==> config.mk <==
export PLATFORM = sky130hd
export DESIGN_NAME = vga_plot_arbiter
export DESIGN_NICKNAME = d
export VERILOG_FILES = /design/src/rtl/vga_plot_arbiter_pkg.sv /design/src/rtl/rr_picker.sv /design/src/rtl/vga_plot_arbiter.sv
export SDC_FILE = /design/constraint.sdc
export NUM_CORES = 1
export LEC_CHECK = 0
export BUFFER_PORTS_ARGS = -buffer_cell sky130_fd_sc_hd__buf_2
export CAP_MARGIN = 25
export CORE_ASPECT_RATIO = 0.7
export CORE_MARGIN = 2
export CORE_UTILIZATION = 51
export DETAILED_ROUTE_END_ITERATION = 10
export HOLD_SLACK_MARGIN = 0.06
export PLACE_DENSITY = 0.8
export SYNTH_ARGS = -nofsm -noshare
export SYNTH_HDL_FRONTEND = slang
export SYNTH_SLANG_ARGS = --single-unit
==> constraint.sdc <==
create_clock -name clock_50 -period 3.02 [get_ports clock_50]
set_input_delay 0.151 -clock clock_50 [delete_from_list [all_inputs] [get_ports clock_50]]
set_output_delay 0.151 -clock clock_50 [all_outputs]
set_load 0.005 [all_outputs]
==> src/rtl/vga_plot_arbiter_pkg.sv <==
// Shared constants and FSM encoding for the VGA plot-port arbiter.
package vga_plot_arbiter_pkg;

    localparam int NREQ     = 3;
    localparam int REQ_MAP  = 0;
    localparam int REQ_CHAR = 1;
    localparam int REQ_OVL  = 2;
    localparam int MAX_HOLD = 11050;
    localparam int MIN_HOLD = 50;

    typedef enum logic [1:0] {
        ST_IDLE = 2'd0,
        ST_OWN  = 2'd1,
        ST_GAP  = 2'd2
    } arb_state_t;

endpackage

==> src/rtl/rr_picker.sv <==
// Round-robin winner search: first set request at or above rr_ptr, wrapping to 0.
module rr_picker #(
    parameter int NREQ  = 3,
    parameter int PTR_W = 2
) (
    input  logic [NREQ-1:0]  req,
    input  logic [PTR_W-1:0] rr_ptr,
    output logic [NREQ-1:0]  winner,
    output logic             valid
);

    always_comb begin
        int idx;
        winner = '0;
        valid  = 1'b0;
        idx    = 0;
        for (int i = 0; i < NREQ; i++) begin
            idx = int'(rr_ptr) + i;
            if (idx >= NREQ) idx = idx - NREQ;
            if (!valid && req[idx]) begin
                winner[idx] = 1'b1;
                valid       = 1'b1;
            end
        end
    end

endmodule

==> src/rtl/vga_plot_arbiter.sv <==
// Arbitrates several pixel sources onto the single VGA adapter plot port.
// state | meaning
// IDLE  | no owner; grant the round-robin winner when enabled
// OWN   | one requester owns the port; hold timer running
// GAP   | one dead cycle between owners so pixels never interleave
module vga_plot_arbiter #(
    parameter int NREQ     = vga_plot_arbiter_pkg::NREQ,
    parameter int MAX_HOLD = vga_plot_arbiter_pkg::MAX_HOLD,
    parameter int MIN_HOLD = vga_plot_arbiter_pkg::MIN_HOLD
) (
    input  logic              clock_50,
    input  logic              reset,
    input  logic              en,
    input  logic [NREQ-1:0]   req,
    input  logic [NREQ-1:0]   px_plot,
    input  logic [8*NREQ-1:0] px_x,
    input  logic [8*NREQ-1:0] px_y,
    input  logic [3*NREQ-1:0] px_color,
    output logic [NREQ-1:0]   grant,
    output logic              vga_plot,
    output logic [7:0]        vga_x,
    output logic [7:0]        vga_y,
    output logic [2:0]        vga_color,
    output logic [15:0]       preempt_cnt
);
    import vga_plot_arbiter_pkg::*;

    localparam int PTR_W  = (NREQ > 1) ? $clog2(NREQ) : 1;
    localparam int HOLD_W = $clog2(MAX_HOLD + 1);

    arb_state_t        state, state_nx;
    logic [NREQ-1:0]   grant_nx;
    logic [PTR_W-1:0]  owner, owner_nx;
    logic [PTR_W-1:0]  rr_ptr, rr_nx;
    logic [HOLD_W-1:0] hold_cnt, hold_nx;
    logic [NREQ-1:0]   pick;
    logic              pick_valid;
    logic [PTR_W-1:0]  pick_idx;
    logic              preempt_hit;
    logic              at_max, min_met, others;

    rr_picker #(.NREQ(NREQ), .PTR_W(PTR_W)) u_picker (
        .req    (req),
        .rr_ptr (rr_ptr),
        .winner (pick),
        .valid  (pick_valid)
    );

    always_comb begin
        pick_idx = '0;
        for (int i = 0; i < NREQ; i++) begin
            if (pick[i]) pick_idx = PTR_W'(i);
        end
    end

    assign at_max  = (hold_cnt >= HOLD_W'(MAX_HOLD));
    assign min_met = (32'(hold_cnt) >= MIN_HOLD);
    assign others  = |(req & ~grant);

    always_comb begin
        state_nx    = state;
        grant_nx    = grant;
        owner_nx    = owner;
        rr_nx       = rr_ptr;
        hold_nx     = hold_cnt;
        preempt_hit = 1'b0;
        case (state)
            ST_IDLE: begin
                grant_nx = '0;
                if (en && pick_valid) begin
                    state_nx = ST_OWN;
                    grant_nx = pick;
                    owner_nx = pick_idx;
                    rr_nx    = (pick_idx == PTR_W'(NREQ - 1)) ? '0 : pick_idx + 1'b1;
                    hold_nx  = '0;
                end
            end
            ST_OWN: begin
                // Disable and release take precedence over preemption so neither is counted.
                if (!en || !req[owner]) begin
                    state_nx = ST_GAP;
                    grant_nx = '0;
                    hold_nx  = '0;
                end else if (at_max && min_met && others) begin
                    state_nx    = ST_GAP;
                    grant_nx    = '0;
                    hold_nx     = '0;
                    preempt_hit = 1'b1;
                end else if (at_max) begin
                    hold_nx = others ? hold_cnt : '0;
                end else begin
                    hold_nx = hold_cnt + 1'b1;
                end
            end
            ST_GAP: begin
                state_nx = ST_IDLE;
                grant_nx = '0;
            end
            default: begin
                state_nx = ST_IDLE;
                grant_nx = '0;
            end
        endcase
    end

    always_ff @(posedge clock_50) begin
        if (reset) begin
            state       <= ST_IDLE;
            grant       <= '0;
            owner       <= '0;
            rr_ptr      <= '0;
            hold_cnt    <= '0;
            preempt_cnt <= '0;
        end else begin
            state    <= state_nx;
            grant    <= grant_nx;
            owner    <= owner_nx;
            rr_ptr   <= rr_nx;
            hold_cnt <= hold_nx;
            if (preempt_hit && preempt_cnt != 16'hFFFF) preempt_cnt <= preempt_cnt + 16'd1;
        end
    end

    // Only the current owner's slice is ever sampled; coordinates hold while idle.
    always_ff @(posedge clock_50) begin
        if (reset) begin
            vga_plot  <= 1'b0;
            vga_x     <= '0;
            vga_y     <= '0;
            vga_color <= '0;
        end else if (|grant) begin
            vga_plot  <= px_plot[owner] & grant[owner];
            vga_x     <= px_x[int'(owner)*8 +: 8];
            vga_y     <= px_y[int'(owner)*8 +: 8];
            vga_color <= px_color[int'(owner)*3 +: 3];
        end else begin
            vga_plot <= 1'b0;
        end
    end

endmodule
* Yosys cells after proc, flatten, opt, wreduce, memory -nomap -nowiden
Cells that the tools add are included.
** Storage, ports and cells
- Logic and storage cells :: 118
- Flip-flop bits (word level) :: 59
- Input port bits :: 66
** Operators by class
- Shift operators :: 3
- $mul :: 1
- Order comparisons :: 12
- Equality and inequality tests :: 6
- Add/subtract/negate cells :: 8
- Bitwise operators :: 6
- Mux-type cells :: 50
- Reductions and logical operators :: 22
** Operator list (number)
- $ge A32 B1 Y1 const B :: 3
- $lt A32 B4 Y1 const B :: 3
- $mux W32 :: 3
- $mux W14 :: 5
- $ge A32 B3 Y1 const B :: 2
- $sub A32 B3 Y32 const B :: 2
- $shiftx A24 B6 Y8 :: 2
- $pmux W14 S2 :: 1
- $mux W1 :: 19
- $mux W3 :: 6
- $add A16 B1 Y16 const B :: 1
- $ne A16 B16 Y1 const B :: 1
- $add A14 B1 Y14 const B :: 1
- $ge A14 B14 Y1 const B :: 1
- $ge A14 B6 Y1 const B :: 1
- $bmux W1 S2 :: 6
- $mux W2 :: 5
- $logic_and A1 B1 Y1 :: 9
- $shiftx A9 B5 Y3 :: 1
- $demux W1 S2 :: 3
- $or A3 B3 Y3 :: 2
- $pmux W3 S2 :: 1
- $reduce_or A3 Y1 :: 2
- $ne A5 B5 Y1 const B :: 1
- 23 further kinds :: 27

* Longest topological paths before layout
Gate-level depths: netlist (run 1).
- Depth in word-level cells :: 16
- Depth in mapped cells :: 11

* By module
Synthesis (run 1) repeated with hierarchy kept, for this count alone.
** Unflattened totals
- Cell total of the unflattened synthesis :: 440
- Area total of the unflattened synthesis :: 3534.6 µm²
** By module, submodules not included
- vga_plot_arbiter :: times used 1, cells an instance 399, area an instance 3226.8 µm², seq. area each 1161.1 µm²
- rr_picker :: times used 1, cells an instance 41, area an instance 307.8 µm², seq. area each 0.0 µm²

* Least setup slack after synthesis (run 1)
OpenSTA, ideal clock, no wires.
- Kind :: register to register
- Start point :: register rr_ptr[1]
- End point :: register rr_ptr[1]
- Setup slack :: 0.637 ns
- Arrival :: 2.313 ns
- Required time :: 2.950 ns
- Stages on the path, launching flop included :: 11
- Cells stage by stage :: dfxtp_1 -> buf_2 -> inv_2 -> ha_1 -> or2b_1 -> nand3_1 -> a21oi_2 -> or4b_1 -> buf_2 -> or3b_1 -> a21oi_1
** On the way
- Word-level cells in the longest chain between the ends :: 16
- Elaborated cells between the ends (all ways) :: 54
- Classes of those cells :: add/sub: 6; order compare: 9; eq/ne: 1; mux: 27; bitwise: 2; reduce/logical: 9
** RTL lines
- start: declaration :: RTL line vga_plot_arbiter.sv:34 : logic [PTR_W-1:0] rr_ptr, rr_nx;
- start signal: assignment :: RTL line vga_plot_arbiter.sv:118 : rr_ptr <= rr_nx;
- branches (longest 16 deep; another with $sub A32 B3 Y32)
Parallel ways; which one is timed is not known. The select of a mux whose other input is x is not followed.
A chain may end at the register's enable or synchronous reset.

* Worst setup path after layout (run 1)
Ends and elaborated chain as after synthesis.

==> results.yml, run 1 <==
setup_path:
  cp_slowest_cell: "or4b_1"
  critPathKind: "reg -> reg"
  path_buf_inv: 1
  slowest_delay_ns: 0.61
  path_cells: "inv_2 -> ha_1 -> mux2i_1 -> o21ai_4 -> a21oi_2 -> or4b_1 -> or3b_1 -> a21oi_1"
  crit_path_end_kind: "flip-flop"
  crit_arrival_ns: 2.89
  crit_family: "simple AND/OR/NAND/NOR gates"
  start_kind: "flip-flop"
  cp.required_ns: 3.29
  critical_path_peak_fanout: 9
sta:
  setup_violations: 0
  timing.final.ws_setup_ns: 0.400
  slew_headroom_pct: 67.4
  fin_setup_tns_ns: 0
  hold_violations: 0
  drv_slew: 0
  finalClockSkew_ns: 0.00811
  rsz0062_at_grt: "false"
  layout_min_cycle_time_ns: 2.62
  fmaxAchievable_ghz: 0.382
  finalCritPeriodShare_pct: 86.7
  worst_pin_slew_ns: 0.487
outcome:
  status: "finished, final reports clean"
clocking:
  numCtsBuffers: 9
  clkTransAtPathRegs_ns: 0.07
  cts_max_level: 3
  hold_buffers: 0
  cts_setup_buffers: 0
  cts_root_buf: "clkbuf_8"
  cts.sinks: 58
  cts_buffer_depth: 2
  clk_latency_ns: 0.34
  cts_resized: 0
  cts_tree: "done"
finish:
  stdcell_area_mm2: 0.00408
  multiInputGateArea_mm2: 0.00192
  seq_area_mm2: 0.00116
  antennaDiodeCount: 0
  area_growth_pct: 24.6
  n_fill_cell: 534
  drive_gt1_share_pct: 26.8
  final_nets: 586
die:
  design.core.area_mm2: 0.00622
  die_area_mm2: 0.00709
  die_h_um: 71.1
  die_w_um: 99.8
  io_pins: 105
  start_util_pct: 52.7
  rows: 24
route:
  vias: 3377
  wl_per_cell_um: 14.3
  postRouteAntennaNets: 0
  drc: 0
  vias_per_cell: 5.67
  firstDrtPassIters: 5
  wl_um: 8500
  first_iter_violations: 138
power:
  max-vdd-ir-drop_mv: 0.340
  p_per_area_mw_per_mm2: 580
  leakage_nw: 1.72
flow_run:
  drv_cap: 0
placed_design:
  io_buffers: 104
  gp_congestion: 0.853
  postPlaceCellArea_mm2: 0.00383
  detailedPlace.worstSlack_ns: 0.460
  dpl.hpwl_um: 6290
logic_synthesis:
  synth_nets: 486
  synth_warnings: 0
  synth_area_leaders: "dfxtp_1 (35%), mux2i_1 (7.9%), a21oi_1 (6.7%)"
  netlist_area_mm2: 0.00328
  yosysSeqAreaShare_pct: 35.4
  synth_top_cell_area_share_pct: 35.4
  ys.flop_type: "dfxtp_1"
  ys_ff_latch: 58
  synth.distinct_cells: 59
  syn_area_per_cell_um2: 7.93
  synthCells: 413
  synth_enable_flop_cells: 0
  synth_top_cell_by_area: "dfxtp_1"
  async_flop_share_pct: 0
grt:
  grt_pass1_vias: 3121
  grt-ovfl-total: 0
  antenna_found_initial: 0
  grtUsageTotal_pct: 24.6
  grt_pass1_wl_um: 14100
  use_met3_pct: 7.71
  grt_max_degree: 40
  grtUsageMet1_pct: 30.9
  top_usage_layer: "met2"
  met2_usage_pct: 39.8
min_path:
  hold_path_class: "in -> reg"
metrics by stage:
step,total power (W),util (%),hold slack [ns],std cells
after floorplan,0.00129,-,0.371,413
after global placement,0.00144,61.4,0.483,579
after detailed placement,0.00148,61.6,0.488,580
after CTS,0.00238,65.7,0.126,596
after global routing,0.00249,65.7,0.136,596
final,0.00237,65.7,0.137,596
placed cells by master, fill, tap and decap left out, types with 3 or more instances in the layout:
cell / count
dfxtp_1: 58
o21ai_0: 22
bufinv_16: 3
nand4_1: 7
and2_1: 3
nor3_1: 5
or3_1: 9
clkbuf_8: 11
and3_1: 9
nor4_1: 6
xor2_1: 3
mux2i_1: 26
a21oi_1: 44
ha_1: 7
nand3_1: 16
a21o_1: 5
buf_4: 7
xnor2_1: 3
nand2_1: 33
a211oi_1: 19
buf_2: 104
nor2_1: 57
and4_1: 3
inv_1: 16
power by group:
part	switching (W)	internal, W	total [W]
Clock	0.000310	0.000590	0.000901
Combinational	0.000334	0.000246	0.000581
Sequential	0.0000465	0.000840	0.000886
Total	0.000691	0.00168	0.00237
tightest hold or removal path: cells and delay by family:
kind,cells,cell delay [ns]
compound gates,2,0.18
buf+inv,1,0.09
sequential cells by signal, indices dropped and copies added, names as in the netlist:
| register | flops |
|---|---|
| vga_plot | 1 |
| vga_y | 8 |
| preempt_cnt | 16 |
| state | 2 |
| grant | 3 |
| rr_ptr | 2 |
| hold_cnt | 14 |
| vga_color | 3 |
| vga_x | 8 |
| owner | 1 |
synthesized netlist by cell type, drive strengths merged (9+ instances only):
cell type and n:
inv 17, clkbuf 16, o21ai 24, mux2i 26, or3 9, a21oi 45
nand3 16, nand2 33, nor2 57, a211oi 19, and3 9, dfxtp 58
per-layer routing:
layer	wire length (um)	vias to the layer above
li1	-	1693
met1	3960	1573
met2	3950	96
met3	519	15
met4	74	0
met5	0	-
path summary, 6_finish.rpt:
kind	from	to	slack (ns)	depth (start not counted)
setup / recovery	rr_ptr[1]$_SDFFE_PP0P_	rr_ptr[1]$_SDFFE_PP0P_	0.40	8
hold / removal	px_x[9]	vga_x[1]$_SDFFE_PP0N_	0.14	3
setup reg to reg	rr_ptr[1]$_SDFFE_PP0P_	rr_ptr[1]$_SDFFE_PP0P_	0.40	8
hold reg to reg	vga_x[5]$_SDFFE_PP0N_	vga_x[5]$_SDFFE_PP0N_	0.50	2
area by class of cell:
class                      instances  share of cell area, %
inverter                          17                   1.56
clock buffer                      11                   3.71
clock inverter                     5                   2.45
multi-input combinational        315                   47.1
sequential                        58                   28.4
timing repair buffer             112                   14.3
tap                               78                   2.39
cell families (layout without fill, tap and decap cells):
logic type | Yosys count | count (layout) | synth area share [%]
adder cells (fa/ha/maj) | 7 | 7 | 2.67
buffers and inverters | 40 | 145 | 5.88
multiplexers | 26 | 26 | 7.94
flip-flops | 58 | 58 | 35.4
XOR/XNOR | 6 | 6 | 1.60
AND/OR/NAND/NOR | 161 | 161 | 23.9
AO/OA/AOI/OAI | 115 | 115 | 22.5
No activity file was read; power rests on OpenSTA's default activity.
==> inputs of run 2 (changes only) <==
BUFFER_PORTS_ARGS = -buffer_cell sky130_fd_sc_hd__clkbuf_2   (was -buffer_cell sky130_fd_sc_hd__buf_2)
==> run 2 against run 1 <==
  * Critical path depth did not move
  * Die area did not move
  * Clock-buffer cell count did not move
  * Core utilization fell by 0.52 points
  * Worst hold slack got worse by 0.024 ns
  * Total power fell by 4.4%
  * Clock skew fell by 0.0034 ns
  * Largest cell class unchanged
  * Highest routed layer unchanged
==> results.yml, run 2 (same netlist as run 1, synthesis figures left out) <==
power:
  p_int_w: 0.00157
  p_comb_share_pct: 25.5
  switching_share_pct: 30.7
  max-vdd-ir-drop_mv: 0.371
  seq_power_share_pct: 39.3
  p_sw_w: 0.000694
  p_per_area_mw_per_mm2: 559
  clock_power_share_pct: 35.2
  leakage_nw: 1.68
placed_design:
  dpl.hpwl_um: 6310
  gp_congestion: 0.838
  postPlaceCellArea_mm2: 0.00383
  detailedPlace.worstSlack_ns: 0.445
  io_buffers: 104
die:
  die_w_um: 99.8
  design.core.area_mm2: 0.00622
  die_h_um: 71.1
  rows: 24
  die_area_mm2: 0.00709
  io_pins: 105
  start_util_pct: 52.7
sta:
  fmaxAchievable_ghz: 0.384
  hold_violations: 0
  layout_min_cycle_time_ns: 2.61
  holdWs_ns: 0.113
  finalClockSkew_ns: 0.00467
  timing.final.ws_setup_ns: 0.413
  slew_headroom_pct: 68.2
  setup_violations: 0
  fin_setup_tns_ns: 0
  worst_pin_slew_ns: 0.470
  finalCritPeriodShare_pct: 86.3
  drv_slew: 0
  rsz0062_at_grt: "false"
setup_path:
  r2r_start: "rr_ptr[1]$_SDFFE_PP0P_"
  cp.required_ns: 3.30
  start_kind: "flip-flop"
  crit_path_end_kind: "flip-flop"
  crit_path_start: "rr_ptr[1]$_SDFFE_PP0P_"
  slowest_delay_ns: 0.59
  critPathKind: "reg -> reg"
  cp_slowest_cell: "or4b_1"
  reg2reg_depth: 8
  r2r_end: "rr_ptr[1]$_SDFFE_PP0P_"
  crit_arrival_ns: 2.88
  rrSetupSlack_ns: 0.41
  worstSetupEndpoint: "rr_ptr[1]$_SDFFE_PP0P_"
  critical_path_peak_fanout: 9
  path_cells: "inv_2 -> ha_1 -> or2b_1 -> nand3_1 -> a21oi_2 -> or4b_1 -> or3b_1 -> a21oi_1"
finish:
  final_nets: 586
  seq_area_mm2: 0.00116
  utilization_pct: 65.1
  largest_register_ffs: 16
  n_fill_cell: 525
  drive_gt1_share_pct: 26.6
  multiInputGateArea_mm2: 0.00192
  area_growth_pct: 23.6
  layout_common_cells: "clkbuf_2 (104), dfxtp_1 (58), nor2_1 (57)"
  layout_commonest_cell: "clkbuf_2"
  regMostFlops: "preempt_cnt"
  reg_top3: "preempt_cnt (16), hold_cnt (14)"
  stdcell_area_mm2: 0.00405
  antennaDiodeCount: 0
grt:
  grt_pass1_wl_um: 14000
  grt_pass1_vias: 3115
  grt-ovfl-total: 0
  grt_max_degree: 40
  antenna_found_initial: 0
  grtUsageTotal_pct: 24.6
clocking:
  cts_root_buf: "clkbuf_8"
  clk_latency_ns: 0.34
  cts.sinks: 58
  hold_buffers: 0
  numCtsBuffers: 9
  clkTransAtPathRegs_ns: 0.07
  cts_tree: "done"
  cts_setup_buffers: 0
  cts_resized: 0
  cts_buffer_depth: 2
  cts_max_level: 3
route:
  route.met3.wl_um: 450
  drc: 0
  vias_per_cell: 5.65
  wl_per_cell_um: 14.1
  dr_wl_met2_um: 3900
  postRouteAntennaNets: 0
  wl_met1_um: 3870
  vias: 3369
  firstDrtPassIters: 4
  wl_um: 8400
  first_iter_violations: 135
  top_layer: "met4"
min_path:
  hold_path_class: "in -> reg"
flow_run:
  drv_cap: 0
outcome:
  status: "finished, final reports clean"
==> run 2: critical path: cells and delay by family, from the launching register on <==
family                     cells  cell delay [ns]
buffers and inverters          1             0.11
AOI/OAI and AO/OA              2             0.22
adders and majority gates      1             0.27
and+or+nand+nor                4             1.45
DFF                            1             0.49
==> run 2: cell type report <==
| class | count | share of cell area, % |
|---|---|---|
| multi-input cells | 315 | 47.5 |
| flip-flops and latches | 58 | 28.7 |
| repair buffers | 112 | 14.4 |
| clock buffers | 11 | 3.49 |
| well taps | 78 | 2.41 |
| clock inverters | 5 | 1.92 |
| inverters | 17 | 1.58 |
==> run 2: per-stage QoR <==
step,cells,total power (W)
global placement,579,0.00144
floorplan,413,0.00129
finish,596,0.00226
global route,596,0.00239
CTS,596,0.00228
detailed placement,580,0.00147
==> run 2: power groups by stage <==
| stage | Sequential (W) | Clock (W) | Combinational, W |
|---|---|---|---|
| 6_report | 0.000890 | 0.000797 | 0.000577 |
| 5_1_grt | 0.000899 | 0.000843 | 0.000644 |
| 4_1_cts | 0.000889 | 0.000812 | 0.000575 |
| 3_5_place_dp | 0.000906 | 0 | 0.000569 |
| 3_3_place_gp | 0.000903 | 0 | 0.000541 |
| 2_1_floorplan | 0.000902 | 0 | 0.000383 |
==> run 2: how the worst min path moves through the flow <==
stage             start  cells after the start                   endpoint
2_1_floorplan     reset                      2  vga_color[2]$_SDFFE_PP0N_
3_3_place_gp   px_x[12]                      3      vga_x[4]$_SDFFE_PP0N_
3_5_place_dp   px_x[12]                      3      vga_x[4]$_SDFFE_PP0N_
4_1_cts        px_x[12]                      3      vga_x[4]$_SDFFE_PP0N_
5_1_grt        px_x[14]                      3      vga_x[6]$_SDFFE_PP0N_
6_report       px_x[12]                      3      vga_x[4]$_SDFFE_PP0N_
==> run 2: metal layers <==
| metal | global-route usage (%) | vias up |
|---|---|---|
| met4 | 11.3 | 0 |
| met5 | 0 | - |
| met1 | 30.6 | 1555 |
| li1 | - | 1697 |
| met3 | 7.71 | 19 |
| met2 | 39.2 | 98 |
